`src/rtl/wb_test_slave.sv`:
```
// Wishbone test slave: 15 r/w words plus a read-only transfer counter,
// with programmable wait states and an address-window error response.
module wb_test_slave #(
    parameter logic [31:0] BASE        = 32'h9900_0000,
    parameter int          WAIT_STATES = 2
) (
    input  logic        clk,
    input  logic        rst_n,
    input  logic [31:0] wb_adr_i,
    input  logic [31:0] wb_dat_i,
    output logic [31:0] wb_dat_o,
    input  logic        wb_we_i,
    input  logic        wb_stb_i,
    input  logic        wb_cyc_i,
    input  logic [3:0]  wb_sel_i,
    output logic        wb_ack_o,
    output logic        wb_err_o
);

    typedef enum logic [1:0] {
        ST_IDLE,
        ST_WAIT,
        ST_TERM,
        ST_RECOVER
    } state_t;

    localparam logic [3:0] WS_LOAD =
        (WAIT_STATES > 0) ? 4'(WAIT_STATES - 1) : 4'd0;

    state_t      r_state;
    state_t      w_next;
    logic [3:0]  r_wcnt;
    logic [3:0]  w_wcnt_next;
    logic [31:0] r_mem [15];
    logic [15:0] r_cnt;
    logic        r_ack;
    logic        r_err;
    logic [31:0] r_dat;

    logic        w_req;
    logic        w_term_entry;
    logic        w_hit;
    logic [3:0]  w_idx;
    logic [31:0] w_mask;
    logic [31:0] w_rword;
    logic        w_unused;

    assign w_req        = wb_stb_i & wb_cyc_i;
    assign w_hit        = (wb_adr_i[31:6] == BASE[31:6]);
    assign w_idx        = wb_adr_i[5:2];
    assign w_term_entry = (w_next == ST_TERM) && (r_state != ST_TERM);
    assign w_mask       = {{8{wb_sel_i[3]}}, {8{wb_sel_i[2]}},
                           {8{wb_sel_i[1]}}, {8{wb_sel_i[0]}}};
    assign w_unused     = ^wb_adr_i[1:0];

    assign wb_ack_o = r_ack;
    assign wb_err_o = r_err;
    assign wb_dat_o = r_dat;

    // Read mux: word 15 is the zero-extended transfer counter.
    always_comb begin
        w_rword = {16'h0000, r_cnt};
        for (int i = 0; i < 15; i++) begin
            if (w_idx == 4'(i)) begin
                w_rword = r_mem[i];
            end
        end
    end

    // Next-state and wait-counter logic; an abort in WAIT wins over expiry.
    always_comb begin
        w_next      = r_state;
        w_wcnt_next = r_wcnt;
        unique case (r_state)
            ST_IDLE: begin
                if (w_req) begin
                    if (WAIT_STATES == 0) begin
                        w_next = ST_TERM;
                    end else begin
                        w_next      = ST_WAIT;
                        w_wcnt_next = WS_LOAD;
                    end
                end
            end
            ST_WAIT: begin
                if (!w_req) begin
                    w_next      = ST_IDLE;
                    w_wcnt_next = 4'd0;
                end else if (r_wcnt == 4'd0) begin
                    w_next = ST_TERM;
                end else begin
                    w_wcnt_next = r_wcnt - 4'd1;
                end
            end
            ST_TERM:    w_next = ST_RECOVER;
            ST_RECOVER: w_next = ST_IDLE;
            default:    w_next = ST_IDLE;
        endcase
    end

    // State and wait-counter registers.
    always_ff @(posedge clk or negedge rst_n) begin
        if (!rst_n) begin
            r_state <= ST_IDLE;
            r_wcnt  <= 4'd0;
        end else begin
            r_state <= w_next;
            r_wcnt  <= w_wcnt_next;
        end
    end

    // Termination pulses, read data and transfer counter, all set on TERM entry.
    always_ff @(posedge clk or negedge rst_n) begin
        if (!rst_n) begin
            r_ack <= 1'b0;
            r_err <= 1'b0;
            r_dat <= 32'h0;
            r_cnt <= 16'h0;
        end else begin
            r_ack <= 1'b0;
            r_err <= 1'b0;
            r_dat <= 32'h0;
            if (w_term_entry) begin
                if (w_hit) begin
                    r_ack <= 1'b1;
                    r_cnt <= r_cnt + 16'd1;
                    if (!wb_we_i) begin
                        r_dat <= w_rword & w_mask;
                    end
                end else begin
                    r_err <= 1'b1;
                end
            end
        end
    end

    // Byte-lane write into words 0..14; word 15 writes are dropped.
    always_ff @(posedge clk or negedge rst_n) begin
        if (!rst_n) begin
            for (int i = 0; i < 15; i++) begin
                r_mem[i] <= 32'h0;
            end
        end else begin
            for (int i = 0; i < 15; i++) begin
                if (w_term_entry && w_hit && wb_we_i && (w_idx == 4'(i))) begin
                    r_mem[i] <= (r_mem[i] & ~w_mask) | (wb_dat_i & w_mask);
                end
            end
        end
    end

endmodule

```
`config.mk`:
```
export PLATFORM = sky130hd
export DESIGN_NAME = wb_test_slave
export DESIGN_NICKNAME = d
export VERILOG_FILES = /design/src/rtl/wb_test_slave.sv
export SDC_FILE = /design/constraint.sdc
export NUM_CORES = 1
export LEC_CHECK = 0
export ABC_AREA = 1
export CORE_MARGIN = 10
export CORE_UTILIZATION = 61
export DETAILED_ROUTE_END_ITERATION = 8
export GPL_TIMING_DRIVEN = 0
export PLACE_DENSITY_LB_ADDON = 0.05
export SYNTH_ARGS = -nofsm -noshare
export SYNTH_HDL_FRONTEND = slang
export SYNTH_SLANG_ARGS = --single-unit
export TNS_END_PERCENT = 50
```
`constraint.sdc`:
```
create_clock -name clk -period 2.7 [get_ports clk]
set_input_delay 0.54 -clock clk [delete_from_list [all_inputs] [get_ports clk]]
set_output_delay 0.54 -clock clk [all_outputs]
set_load 0.01 [all_outputs]
```
Word-level counts from Yosys, hierarchy flattened:

Index checks and enable logic that the tools add are counted.
W data, S select, Z words.

* flip-flop bits (word level): 536
* bits of input ports: 73
* output and inout port bits: 34
* logic and storage cells: 133

* $add $sub $neg: 2
* eq/ne operators: 22
* muxes and demuxes: 30
* bitwise logic cells: 34
* reductions and logical operators: 24

Operator list (number)
* $mux W32: 18
* $and A32 B32 Y32: 17
* $or A32 B32 Y32: 15
* $not A32 Y32: 1
* $eq A4 B4 Y1 const B: 7
* $eq A26 B26 Y1 const B: 1
* $logic_and A1 B1 Y1: 18
* $add A16 B1 Y16 const B: 1
* $eq A4 B3 Y1 const B: 4
* $mux W4: 3
* $eq A4 B2 Y1 const B: 2
* $logic_not A4 Y1: 2
* $pmux W2 S4: 1
* $pmux W4 S2: 1
* $eq A2 B2 Y1 const B: 3
* $mux W2: 3
* $eq A4 B1 Y1 const B: 1
* $mux W1: 4
* $ne A2 B2 Y1 const B: 2
* $sub A4 B1 Y4 const B: 1
* $ne A3 B3 Y1 const B: 1
* $reduce_and A3 Y1: 1
* $eq A2 B1 Y1 const B: 1
* $logic_not A2 Y1: 1
* 3 further kinds: 3

Logic depth before layout (Yosys ltp):

* depth in word-level cells: 20
* gate-level depth with buffers: 20
* gate-level depth less buffers: 19

Least setup slack after synthesis:

Ideal clock, no wire load.

* path kind: input-to-reg
* start point: input port wb_adr_i[29]
* end point: register (tool-made name)
* library setup time: 0.132 ns
* arrival time: 2.082 ns
* required time: 2.568 ns
* slack: 0.486 ns
* stages on the path: 12
* path buffers: 2
* path through: nor2_1 > nand3_1 > nor3_1 > nor4b_2 > and2_2 > nand2_4 > buf_12 > nor2_8 > nand2_4 > buf_6 > nand2_1 > o21ai_1

RTL lines
* start: declaration: RTL line 9 `input logic [31:0] wb_adr_i,`

==> metrics <==
Final min period 2.56 ns; number of filler cells placed in the layout between 3000 and 4000; Final Cell Area roughly 0.028 mm²; transition time of the tightest slew-check pin a little under 0.8 ns; global-route wire length before repair 105000 µm; DP Wirelength 48100 µm; starting density of the core 61.9%; Syn Area/Cell approximately 8.5 µm²; FF+latch count, synth 536; Seq/Total Area, Yosys between 50% and 60%; sum of buffers and inverters on the critical path 4; WS Path Type in -> reg; DIE HEIGHT about 220 µm; area delta synth->final 15.3%; Root Driver sky130_fd_sc_hd__clkbuf_16; largest driver fanout on the critical path 10; Max rail drop VDD about 0.46 mV; summed instance area of the synthesized netlist 0.0247 mm²; highest metal layer used by the detailed router met4; final setup violating endpoints 0; dominant register cell in the synthesized netlist sky130_fd_sc_hd__dfrtp_1; placed cell areas roughly 0.026 mm²; number of remaining DRC errors 0; total of warnings raised by yosys 0; number of library cell types mapped by synthesis 44; Critical Path Slowest Stage Cell sky130_fd_sc_hd__clkdlybuf4s50_1; number of instances in the synthesized netlist 2888; worst path setup slack after routing 0.144 ns; cell count after placement 3518; detailed-route wire length on metal 1 26700 µm; Clock Sinks about 540; leak pwr 14.0 nW; post-synthesis async set-or-reset flop share 100%; CTS tree done; core area 0.0398 mm²; first-pass iteration count of the detailed router 6; area of the die between 0.04 and 0.05 mm²; result of the run completed; reported max-cap violation count 0; Met3 Routed Length 3880 µm; Post-synth EDFFs 0; count of pins on the block boundary 107; initial antenna violation count 1; width of the die 221 µm; count of buffers inserted at the top-level ports 100; post-route fraction of the period consumed by the critical path 94.7%; CTS Buffer Depth 3; detailed-route wire length per cell 17.8 µm; number of nets with antenna violations after routing 0; Nets 3128; maximum single-stage delay on the critical path ~0.47 ns; Final Skew about 0.02 ns; class of the tightest hold or removal check in -> async; top-area cell type share of the netlist area 54.4%; CTS clk-pin slew, worst paths 0.06 ns; Fmax 391 MHz; worst path cell trace clkdlybuf4s50_1, nand2_1, inv_1, nand2_1, nor2_1, inv_1, nor2_2, and2_4, nand2_4, nor2_4, nand2_1, clkbuf_1, nand2_1, o21ai_0; row count 73; number of pins with negative max-slew slack in the final report 0; Synth Net Count 2963; H-tree depth reported by CTS 2; last weighted congestion value of the routability-driven placer 0.863; number of standard cells in the layout, taps in and fillers out 3617; power per standard cell area 592 mW/mm²; routed length on met2 ~32000 µm; Via-to-Cell Ratio 5.69; top area cells in the synthesized netlist sky130_fd_sc_hd__dfrtp_1 (54%), sky130_fd_sc_hd__nand2_1 (14%), sky130_fd_sc_hd__o21ai_1 (7.0%); endpoint arrival time on the critical path about 3.1 ns; cell class contributing the biggest share of worst-path delay simple AND/OR/NAND/NOR gates; largest net degree at the start of global routing 124; clock insertion delay at the later pin of the skew report between 0.6 and 0.7 ns; Critical Path Source Type input pin; cell with the most instances after synthesis sky130_fd_sc_hd__nand2_1; Slew Limit Headroom 47.3%; number of global-route vias before repair 20318; cell repeated most along the worst path sky130_fd_sc_hd__nand2_1; worst-case setup slack after placement -1.05 ns; endpoints failing hold 0; top cell type by total area after synthesis sky130_fd_sc_hd__dfrtp_1; All-Layer GR Usage a little over a quarter; Initial DRC Count between 1500 and 2000; setup repair after global routing missed its margin yes; proportion of layout cells with a drive suffix above 1 10.3%; Crit. End Element flop; detailed-route via count 20570; worst endpoint required time 3.19 ns; total wire length after detailed routing 64200 µm; cts bufs inserted 56; top cells by instance count after synthesis sky130_fd_sc_hd__nand2_1 (934), sky130_fd_sc_hd__dfrtp_1 (536), sky130_fd_sc_hd__o21ai_1 (345); overall overflow remaining after global route 0
-- per-stage QoR --
stage / TNS (ns) / power [mW] / util, % / hold slack, ns
CTS: -0.00793 / 16.9 / 71.2 / 0.412
global route: -0.00962 / 17.4 / 71.4 / 0.448
finish: 0 / 16.8 / 71.4 / 0.405
detailed placement: -253.51 / 9.30 / 66.5 / 0.455
global placement: - / 9.26 / 66.1 / 0.459
floorplan: 0 / 8.76 / - / 0.244
-- placed cells by master, fill, tap and decap left out, types with 8 or more instances in the layout --
master,instances
sky130_fd_sc_hd__or2_0,11
sky130_fd_sc_hd__nand2_2,9
sky130_fd_sc_hd__a21oi_1,59
sky130_fd_sc_hd__o21ai_1,346
sky130_fd_sc_hd__dfrtp_1,536
sky130_fd_sc_hd__nor2_2,10
sky130_fd_sc_hd__buf_2,31
sky130_fd_sc_hd__nand2_4,42
sky130_fd_sc_hd__nand2_1,929
sky130_fd_sc_hd__clkbuf_8,17
sky130_fd_sc_hd__clkdlybuf4s50_1,95
sky130_fd_sc_hd__clkbuf_1,93
sky130_fd_sc_hd__nand3_1,178
sky130_fd_sc_hd__o211ai_1,9
sky130_fd_sc_hd__buf_6,41
sky130_fd_sc_hd__nor2_1,97
sky130_fd_sc_hd__nor2_4,10
sky130_fd_sc_hd__or2_2,29
sky130_fd_sc_hd__nor2_8,10
sky130_fd_sc_hd__buf_1,8
sky130_fd_sc_hd__xnor2_1,8
sky130_fd_sc_hd__inv_2,13
sky130_fd_sc_hd__o21ai_0,213
sky130_fd_sc_hd__a221oi_2,12
sky130_fd_sc_hd__inv_1,133
sky130_fd_sc_hd__clkbuf_16,56
sky130_fd_sc_hd__nand4_1,21
sky130_fd_sc_hd__xor2_1,8
-- final cells by class --
class / instances / area [µm²] / area share [%]
inverter: 147 / 554 / 1.95
buffer: 174 / 1050 / 3.68
clock buffer: 84 / 1680 / 5.90
sequential: 536 / 13400 / 47.2
tap: 525 / 657 / 2.31
timing repair buffer: 107 / 1160 / 4.08
antenna: 1 / 2.50 / 0.00880
multi-input combinational: 2031 / 9770 / 34.4
clock inverter: 12 / 150 / 0.528
-- metal layers --
metal	global-route usage [%]	vias to the layer above
met5	0	-
met4	8.98	0
met3	3.76	118
met2	43.9	597
met1	33.7	10047
li1	-	9808
-- power breakdown --
group          internal [mW]  switching, mW  total, mW
clock network           4.53           3.15       7.68
logic                  0.307          0.763       1.07
registers               8.06         0.0216       8.09
total                   12.9           3.93       16.8
-- path summary, 6_finish.rpt --
path                                  start         to  slack [ns]  cells past startpoint
worst max-delay path               wb_cyc_i       flop        0.14                     14
max in group asynchronous             rst_n  async pin        0.55                      5
worst max register to register    r_wcnt[0]       flop        0.28                     11
min in group clk                wb_sel_i[3]       flop        0.47                      4
worst min-delay path                  rst_n   wb_err_o        0.40                      2
worst min register to register    r_cnt[15]  r_cnt[15]        0.48                      1
-- logic make-up (layout without fill, tap and decap cells) --
kind of cell,count (synthesis),in the layout,share of synthesized area (%)
AOI/OAI and AO/OA,655,655,14.0
adders and majority gates,2,2,0.101
other,0,1,0
and+or+nand+nor,1358,1358,24.6
buffers and inverters,321,524,6.41
xor gates and xnor gates,16,16,0.568
DFF,536,536,54.4
-- what timing repair did --
action | in CTS | in global routing
hold buffers | 1 | 0
gates resized for setup | 18 | 41
setup endpoints to repair | 65 | 206
pin swaps | 1 | 0
setup buffers | 1 | 0
hold endpoints to repair | 41 | 0
Power figures use the tool's default switching activity.
